### src/rtl/cpu_types_pkg.sv
// Shared types for the instruction cache: frame entry layout, FSM states
// and the tag helper used by both the lookup and fill paths.
package cpu_types_pkg;

  localparam int FRAMES_DEFAULT = 16;
  localparam int WORD_W         = 32;
  // Widest tag needed: 32 address bits minus 2 offset bits minus at least 1 index bit.
  localparam int TAG_MAX_W      = 29;

  typedef enum logic [0:0] {
    IDLE = 1'b0,
    MISS = 1'b1
  } icache_state_t;

  typedef struct packed {
    logic                 valid;
    logic [TAG_MAX_W-1:0] tag;
    logic [WORD_W-1:0]    data;
  } icache_frame_t;

  // Tag is everything above the index field, zero-extended to TAG_MAX_W.
  function automatic logic [TAG_MAX_W-1:0] tag_of(input logic [31:0] addr, input int idx_w);
    logic [31:0] shifted;
    shifted = addr >> (idx_w + 2);
    return shifted[TAG_MAX_W-1:0];
  endfunction

endpackage

### src/rtl/icache_if.sv
// Datapath-side and memory-side signals of the instruction cache, plus its
// performance counters.
interface icache_if;
  logic        imemREN;
  logic [31:0] imemaddr;
  logic        ihit;
  logic [31:0] imemload;
  logic        iREN;
  logic [31:0] iaddr;
  logic        iwait;
  logic [31:0] iload;
  logic [31:0] hit_count;
  logic [31:0] miss_count;

  modport slave (
    input  imemREN, imemaddr, iwait, iload,
    output ihit, imemload, iREN, iaddr, hit_count, miss_count
  );

  modport master (
    output imemREN, imemaddr, iwait, iload,
    input  ihit, imemload, iREN, iaddr, hit_count, miss_count
  );
endinterface

### src/rtl/icache.sv
// Direct-mapped, read-only instruction cache with one-word frames, a two-state
// miss FSM and saturating hit/miss counters.
module icache
  import cpu_types_pkg::*;
#(
  parameter int FRAMES = FRAMES_DEFAULT
) (
  input  logic     CLK,
  input  logic     nRST,
  icache_if.slave  bus
);

  localparam int IDX_W = $clog2(FRAMES);

  icache_frame_t        frame_reg [FRAMES];
  icache_state_t        state_reg;
  logic [31:0]          miss_addr_reg;
  logic [31:0]          iaddr_reg;
  logic                 iren_reg;
  logic [31:0]          hit_count_reg;
  logic [31:0]          miss_count_reg;

  logic [IDX_W-1:0]     req_idx;
  logic [IDX_W-1:0]     fill_idx;
  logic [TAG_MAX_W-1:0] req_tag;
  logic [TAG_MAX_W-1:0] fill_tag;
  icache_frame_t        req_frame;
  icache_frame_t        fill_frame;
  logic                 hit;
  logic                 fill;
  logic [FRAMES-1:0]    frame_we;

  assign req_idx   = bus.imemaddr[IDX_W+1:2];
  assign req_tag   = tag_of(bus.imemaddr, IDX_W);
  assign fill_idx  = miss_addr_reg[IDX_W+1:2];
  assign fill_tag  = tag_of(miss_addr_reg, IDX_W);
  assign req_frame = frame_reg[req_idx];

  // Lookup is purely combinational so a resident word returns in the request cycle.
  assign hit  = (state_reg == IDLE) && bus.imemREN && req_frame.valid &&
                (req_frame.tag == req_tag);
  assign fill = (state_reg == MISS) && !bus.iwait;

  assign fill_frame = '{valid: 1'b1, tag: fill_tag, data: bus.iload};

  genvar gi;
  generate
    for (gi = 0; gi < FRAMES; gi++) begin : g_we
      assign frame_we[gi] = fill && (fill_idx == IDX_W'(gi));
    end
  endgenerate

  always_ff @(posedge CLK or negedge nRST) begin
    if (!nRST) begin
      for (int i = 0; i < FRAMES; i++) begin
        frame_reg[i] <= '0;
      end
    end else begin
      for (int i = 0; i < FRAMES; i++) begin
        if (frame_we[i]) begin
          frame_reg[i] <= fill_frame;
        end
      end
    end
  end

  always_ff @(posedge CLK or negedge nRST) begin
    if (!nRST) begin
      state_reg      <= IDLE;
      miss_addr_reg  <= '0;
      iaddr_reg      <= '0;
      iren_reg       <= 1'b0;
      hit_count_reg  <= '0;
      miss_count_reg <= '0;
    end else begin
      if (hit && (hit_count_reg != 32'hFFFF_FFFF)) begin
        hit_count_reg <= hit_count_reg + 32'd1;
      end
      case (state_reg)
        IDLE: begin
          if (bus.imemREN && !hit) begin
            state_reg     <= MISS;
            miss_addr_reg <= bus.imemaddr;
            iaddr_reg     <= bus.imemaddr;
            iren_reg      <= 1'b1;
            if (miss_count_reg != 32'hFFFF_FFFF) begin
              miss_count_reg <= miss_count_reg + 32'd1;
            end
          end
        end
        MISS: begin
          // The fill finishes regardless of what the datapath does meanwhile.
          if (!bus.iwait) begin
            state_reg <= IDLE;
            iaddr_reg <= '0;
            iren_reg  <= 1'b0;
          end
        end
        default: begin
          state_reg <= IDLE;
          iaddr_reg <= '0;
          iren_reg  <= 1'b0;
        end
      endcase
    end
  end

  assign bus.ihit       = hit;
  assign bus.imemload   = hit ? req_frame.data : '0;
  assign bus.iREN       = iren_reg;
  assign bus.iaddr      = iaddr_reg;
  assign bus.hit_count  = hit_count_reg;
  assign bus.miss_count = miss_count_reg;

endmodule
### src/flat_wrapper.sv
// flat-port wrapper written by rule: the top's interface ports become plain ports
module icache_flat import cpu_types_pkg::*;
#(
  parameter int FRAMES = FRAMES_DEFAULT
)
  (CLK, nRST, bus_imemREN, bus_imemaddr, bus_iwait, bus_iload, bus_ihit, bus_imemload, bus_iREN, bus_iaddr, bus_hit_count, bus_miss_count);
  icache_if bus_i ();
  input  logic CLK;
  input  logic nRST;
  input wire logic [$bits(bus_i.imemREN)-1:0] bus_imemREN;
  input wire logic [$bits(bus_i.imemaddr)-1:0] bus_imemaddr;
  input wire logic [$bits(bus_i.iwait)-1:0] bus_iwait;
  input wire logic [$bits(bus_i.iload)-1:0] bus_iload;
  output wire logic [$bits(bus_i.ihit)-1:0] bus_ihit;
  output wire logic [$bits(bus_i.imemload)-1:0] bus_imemload;
  output wire logic [$bits(bus_i.iREN)-1:0] bus_iREN;
  output wire logic [$bits(bus_i.iaddr)-1:0] bus_iaddr;
  output wire logic [$bits(bus_i.hit_count)-1:0] bus_hit_count;
  output wire logic [$bits(bus_i.miss_count)-1:0] bus_miss_count;
  assign bus_i.imemREN = bus_imemREN;
  assign bus_i.imemaddr = bus_imemaddr;
  assign bus_i.iwait = bus_iwait;
  assign bus_i.iload = bus_iload;
  assign bus_ihit = bus_i.ihit;
  assign bus_imemload = bus_i.imemload;
  assign bus_iREN = bus_i.iREN;
  assign bus_iaddr = bus_i.iaddr;
  assign bus_hit_count = bus_i.hit_count;
  assign bus_miss_count = bus_i.miss_count;
  icache #(.FRAMES(FRAMES)) u_core (.CLK(CLK), .nRST(nRST), .bus(bus_i));
endmodule
### config.mk
export PLATFORM = sky130hd
export DESIGN_NAME = icache_flat
export DESIGN_NICKNAME = d
export VERILOG_FILES = /design/src/rtl/cpu_types_pkg.sv /design/src/rtl/icache_if.sv /design/src/rtl/icache.sv /design/src/flat_wrapper.sv
export SDC_FILE = /design/constraint.sdc
export NUM_CORES = 1
export LEC_CHECK = 0
export CAP_MARGIN = 5
export CORE_ASPECT_RATIO = 1.2
export CORE_MARGIN = 2
export CORE_UTILIZATION = 35
export CTS_CLUSTER_DIAMETER = 200
export CTS_CLUSTER_SIZE = 28
export DETAILED_ROUTE_END_ITERATION = 8
export MAX_ROUTING_LAYER = met4
export PLACE_DENSITY_LB_ADDON = 0.08
export SYNTH_ARGS = -nofsm -noshare
export SYNTH_HDL_FRONTEND = slang
export SYNTH_SLANG_ARGS = --single-unit
### constraint.sdc
create_clock -name CLK -period 6.2 [get_ports CLK]
set_input_delay 0.62 -clock CLK [delete_from_list [all_inputs] [get_ports CLK]]
set_output_delay 0.62 -clock CLK [all_outputs]
set_load 0.005 [all_outputs]
[Yosys cells after proc, flatten, opt, wreduce, memory -nomap -nowiden]
Cells that the tools add are included.
Storage, ports and cells
  output and inout port bits: 130
  input bits: 68
  word-level logic and storage cells: 120
  bits in registers: 1074
Operators by class
  add/subtract/negate cells: 2
  bitwise logic cells: 2
  order comparisons: 1
  multiplexer cells: 13
  equality and inequality tests: 20
  reductions and logical operators: 28
Operators by type and width (count)
  $bmux 62 s4: 1
  $mux 62: 2
  $mux 32: 3
  $add 32x1->32 const B: 2
  $ne 32x32->1 const B: 2
  $pmux 32 s2: 1
  $eq 4x4->1 const B: 8
  $eq 29x26->1: 1
  $logic_and 1x1->1: 22
  $eq 4x3->1 const B: 4
  $eq 4x2->1 const B: 2
  $ge 5x5->1 const B: 1
  $not 4->5: 1
  $eq 4x1->1 const B: 1
  $logic_not 4->1: 1
  $mux 1: 4
  $ne 2x2->1 const B: 2
  $pmux 1 s2: 2
  $reduce_and 2->1: 2
  $reduce_and 3->1: 1
  $logic_not 1->1: 2
  $not 1->1: 1

[Longest topological paths before layout]
  depth after elaboration: 10
  mapped depth: 15
  gate-level depth less buffers: 10

[Least setup slack after synthesis]
Ideal clock, no wire load.
  kind: input port to output port
  start: input port bus_imemaddr[2]
  end: output port bus_imemload[0]
  required time: 5580 ps
  slack: 2019 ps
  cell stages on the path: 10
  data arrival time: 3561 ps
  path through: buf_6 > buf_12 > buf_6 > buf_2 > buf_2 > clkbuf_1 > buf_1 > mux4_2 > mux4_2 > and2_1
Between the ends
  word-level cells in the longest chain between the ends: 7
  elaborated cells between the ends (all ways): 8
  those cells by class: eq/ne: 1; mux: 4; bitwise: 1; reduce/logical: 2
RTL lines
  start, declared: line flat_wrapper.sv:11  | input wire logic [$bits(bus_i.imemaddr)-1:0] bus_imemaddr;
  $not 4->5 (not written as such) *: line icache.sv:37  | assign req_frame = frame_reg[req_idx];
  $bmux 62 s4 *: line icache.sv:37
  $mux 62 (not written as such) * (2 in series): line icache.sv:37
  $eq 29x26->1 / $logic_and 1x1->1 (equally long branches): line icache.sv:41, icache.sv:40
  $logic_and 1x1->1: line icache.sv:40  | assign hit = (state_reg == IDLE) && bus.imemREN && req_frame.valid &&
  $mux 32 *: line icache.sv:109  | assign bus.imemload = hit ? req_frame.data : '0;
  end, declared: line flat_wrapper.sv:15  | output wire logic [$bits(bus_i.imemload)-1:0] bus_imemload;
Every way passes the cells marked *; elsewhere a longest branch is shown, timed or not. The select of a mux whose other input is x is not followed.

[Final worst setup path]
  start: input port bus_imemaddr[5]
  end: output port bus_imemload[11]
Same word-level chain as after synthesis.

==> results.toml <==
[cells_and_area]
post_route_cells_drive_above_1_share = 0.434
multi_input_area_mm2 = 0.0208
fillCellCount = 12600
syn2layout_area_growth_pct = 10.6
largest_register_ffs = 944
seq_area_mm2 = 0.0268
nets = 3264

[logic_synthesis]
synth-edff-count = 0
ys_seq_elements = 1072
synth_seq_area_share = 0.552
yosysWarnings = 0
syn_area_per_cell_um2 = 15.5
netlist_area_mm2 = 0.0486
yosysUniqueCellTypes = 65
netlist_instances = 3137
synth.largest_area_cell = "dfrtp_1"
synthArstFlopShare = 1.00
synth_top_area_frac = 0.552
synth.area.top_cells = "dfrtp_1 55%, mux2_2 23%, mux4_2 11%"
synth_most_common_cell = "dfrtp_1"
synth_common_cells = "1072 x dfrtp_1, 974 x mux2_2, 248 x mux4_2"
synthesis.nets = 3207
synth_ff_type = "dfrtp_1"

[setup_path]
r2r_cells = 10
reg2reg_slack_ns = 2.45
cp.arrival_ns = 4.68
r2r_end = "u_core.bus.iaddr[18]"
worst_setup_path_start_kind = "input pin"
cp.required_ns = 5.58
crit_end = "bus_imemload[11]"
cp_max_fo = 33
timing.critical_path.from = "bus_imemaddr[5]"
regToRegStartpoint = "u_core.frame_reg[549]"
end_kind = "output pin"
worstSetupPathType = "in -> out"

[die]
ios = 198
core_area_mm2 = 0.138
dieArea_mm2 = 0.142
start_util = 0.353
die_w_um = 344
die_h_um = 412
rows = 149

[global_routing]
grt-ovfl-total = 0
first_global_vias = 30000
grt_start_max_net_pins = 178
grt_antenna_before_repair = 11
grtUsageTotal = 0.200
grt_pass1_wl_mm = 205

[power_and_ir_drop]
powerDensity_mw_per_mm2 = 377
p_leak_nw = 23.8
peakVddDrop_mv = 0.191
power_mw = 20.3

[clock_network]
clock-root-buffer = "clkbuf_16"
cts.sinks = 1072
clk_path_buf_depth = 3
cts_hold_buf = 0
cts_tree = "yes"
path_clk_slew_ns = 0.11
h-tree-depth = 2
post-cts-setup-buffers = 0
numCtsBuffers = 44
insertion_delay_ns = 0.68
cts.repair.resized = 0

[drt]
wirelength_mm = 137
drc = 0
wire_per_inst_um = 27.3
vias = 27400
first_pass_iters = 5
ant_nets = 0
dr.first_iter.drc_count = 1584
via_per_inst = 5.46

[sta]
layout_min_cycle_time_ns = 5.30
finClkSkew_ns = 0.0385
drv_slew = 0
final-setup-viol-count = 0
fin_setup_tns_ns = 0
tightest_slew_ns = 1.25
hold_viol_final = 0
clock.fmax_mhz = 189
fin_crit_sh = 0.855
rsz0062_at_grt = "no"
slew_headroom = 0.164

[flow_run]
cap_viol_max_count = 0

[placement]
portBuffers = 197
dp_hpwl_mm = 80.4
gp_congestion = 0.782

[status]
status = "finished, final reports clean"

[min_path]
hp-class = "in -> async"
-- worst min path at each step --
| stage | startpoint | to | slack (ns) |
|---|---|---|---|
| after global routing | nRST | u_core.frame_reg[171] | 0.1 |
| after detailed placement | u_core.frame_reg[991] | u_core.frame_reg[991] | 0.45 |
| after floorplan | nRST | u_core.bus.hit_count[0] | 0.32 |
| final | nRST | u_core.frame_reg[915] | 0.05 |
| after CTS | nRST | u_core.frame_reg[171] | 0.06 |
| after global placement | u_core.frame_reg[619] | u_core.frame_reg[619] | 0.44 |
-- area by class of cell --
class                           instances  area share
Antenna cell                            7    0.000326
Clock buffer                           45      0.0209
Clock inverter                          1    0.000372
Inverter                               10    0.000745
Multi-Input combinational cell       1796       0.386
Sequential cell                      1072       0.499
Tap cell                             1812      0.0422
Timing Repair Buffer                  270      0.0502
-- per-stage QoR --
stage / setup slack, ns / instance area [um2] / util / instances / hold WS (ns)
floorplan: 2.02 / 48600 / - / 3137 / 0.324
global placement: 0.907 / 52600 / 0.382 / 4960 / 0.444
detailed placement: 0.839 / 52600 / 0.382 / 4960 / 0.451
CTS: 0.827 / 53700 / 0.390 / 5006 / 0.0576
global route: 0.653 / 53800 / 0.390 / 5012 / 0.0973
finish: 0.902 / 53800 / 0.390 / 5013 / 0.0484
-- cell usage in the layout, fill, tap and decap left out, drive strengths merged, types with 37 or more instances in the layout --
cell,n
a22o,39
and2,39
buf,77
clkbuf,46
clkdlybuf4s50,192
dfrtp,1072
mux2,976
mux2i,78
mux4,248
nand2,62
nand3,37
xnor2,44
xor2,41
-- where the power goes --
part | leakage (nW) | internal (mW) | total, mW | switching, mW
Clock | 0.564 | 1.32 | 3.57 | 2.25
Combinational | 9.43 | 3.55 | 5.50 | 1.95
Sequential | 13.8 | 9.68 | 11.2 | 1.53
Total | 23.8 | 14.5 | 20.3 | 5.74
-- worst max-delay path, stage by stage --
cell and delay [ns]:
buf_2 0.77, inv_4 0.48, mux4_2 0.59, xor2_1 0.18, or4_1 0.56, nor4_2 0.20
nand3_2 0.14, inv_2 0.13, buf_12 0.22, and2_1 0.18, clkdlybuf4s50_1 0.51
-- metal layers --
metal / vias to the layer above / global-route usage / wire (um) / share of wire
li1: 11700 / - / - / -
met1: 15100 / 0.267 / 61700 / 0.45
met2: 474 / 0.325 / 67200 / 0.49
met3: 134 / 0.0215 / 4280 / 0.031
met4: 0 / 0.0521 / 3670 / 0.027
met5: - / - / 0 / 0
-- logic make-up after synthesis --
group / after synthesis / share of synthesized area
flip-flops: 1072 / 0.552
adder cells (fa/ha/maj): 2 / 0.000515
buffers and inverters: 269 / 0.0240
multiplexers: 1302 / 0.357
AO/OA/AOI/OAI: 99 / 0.0162
AND/OR/NAND/NOR: 308 / 0.0354
XOR/XNOR: 85 / 0.0153
Power figures use the tool's default switching activity.
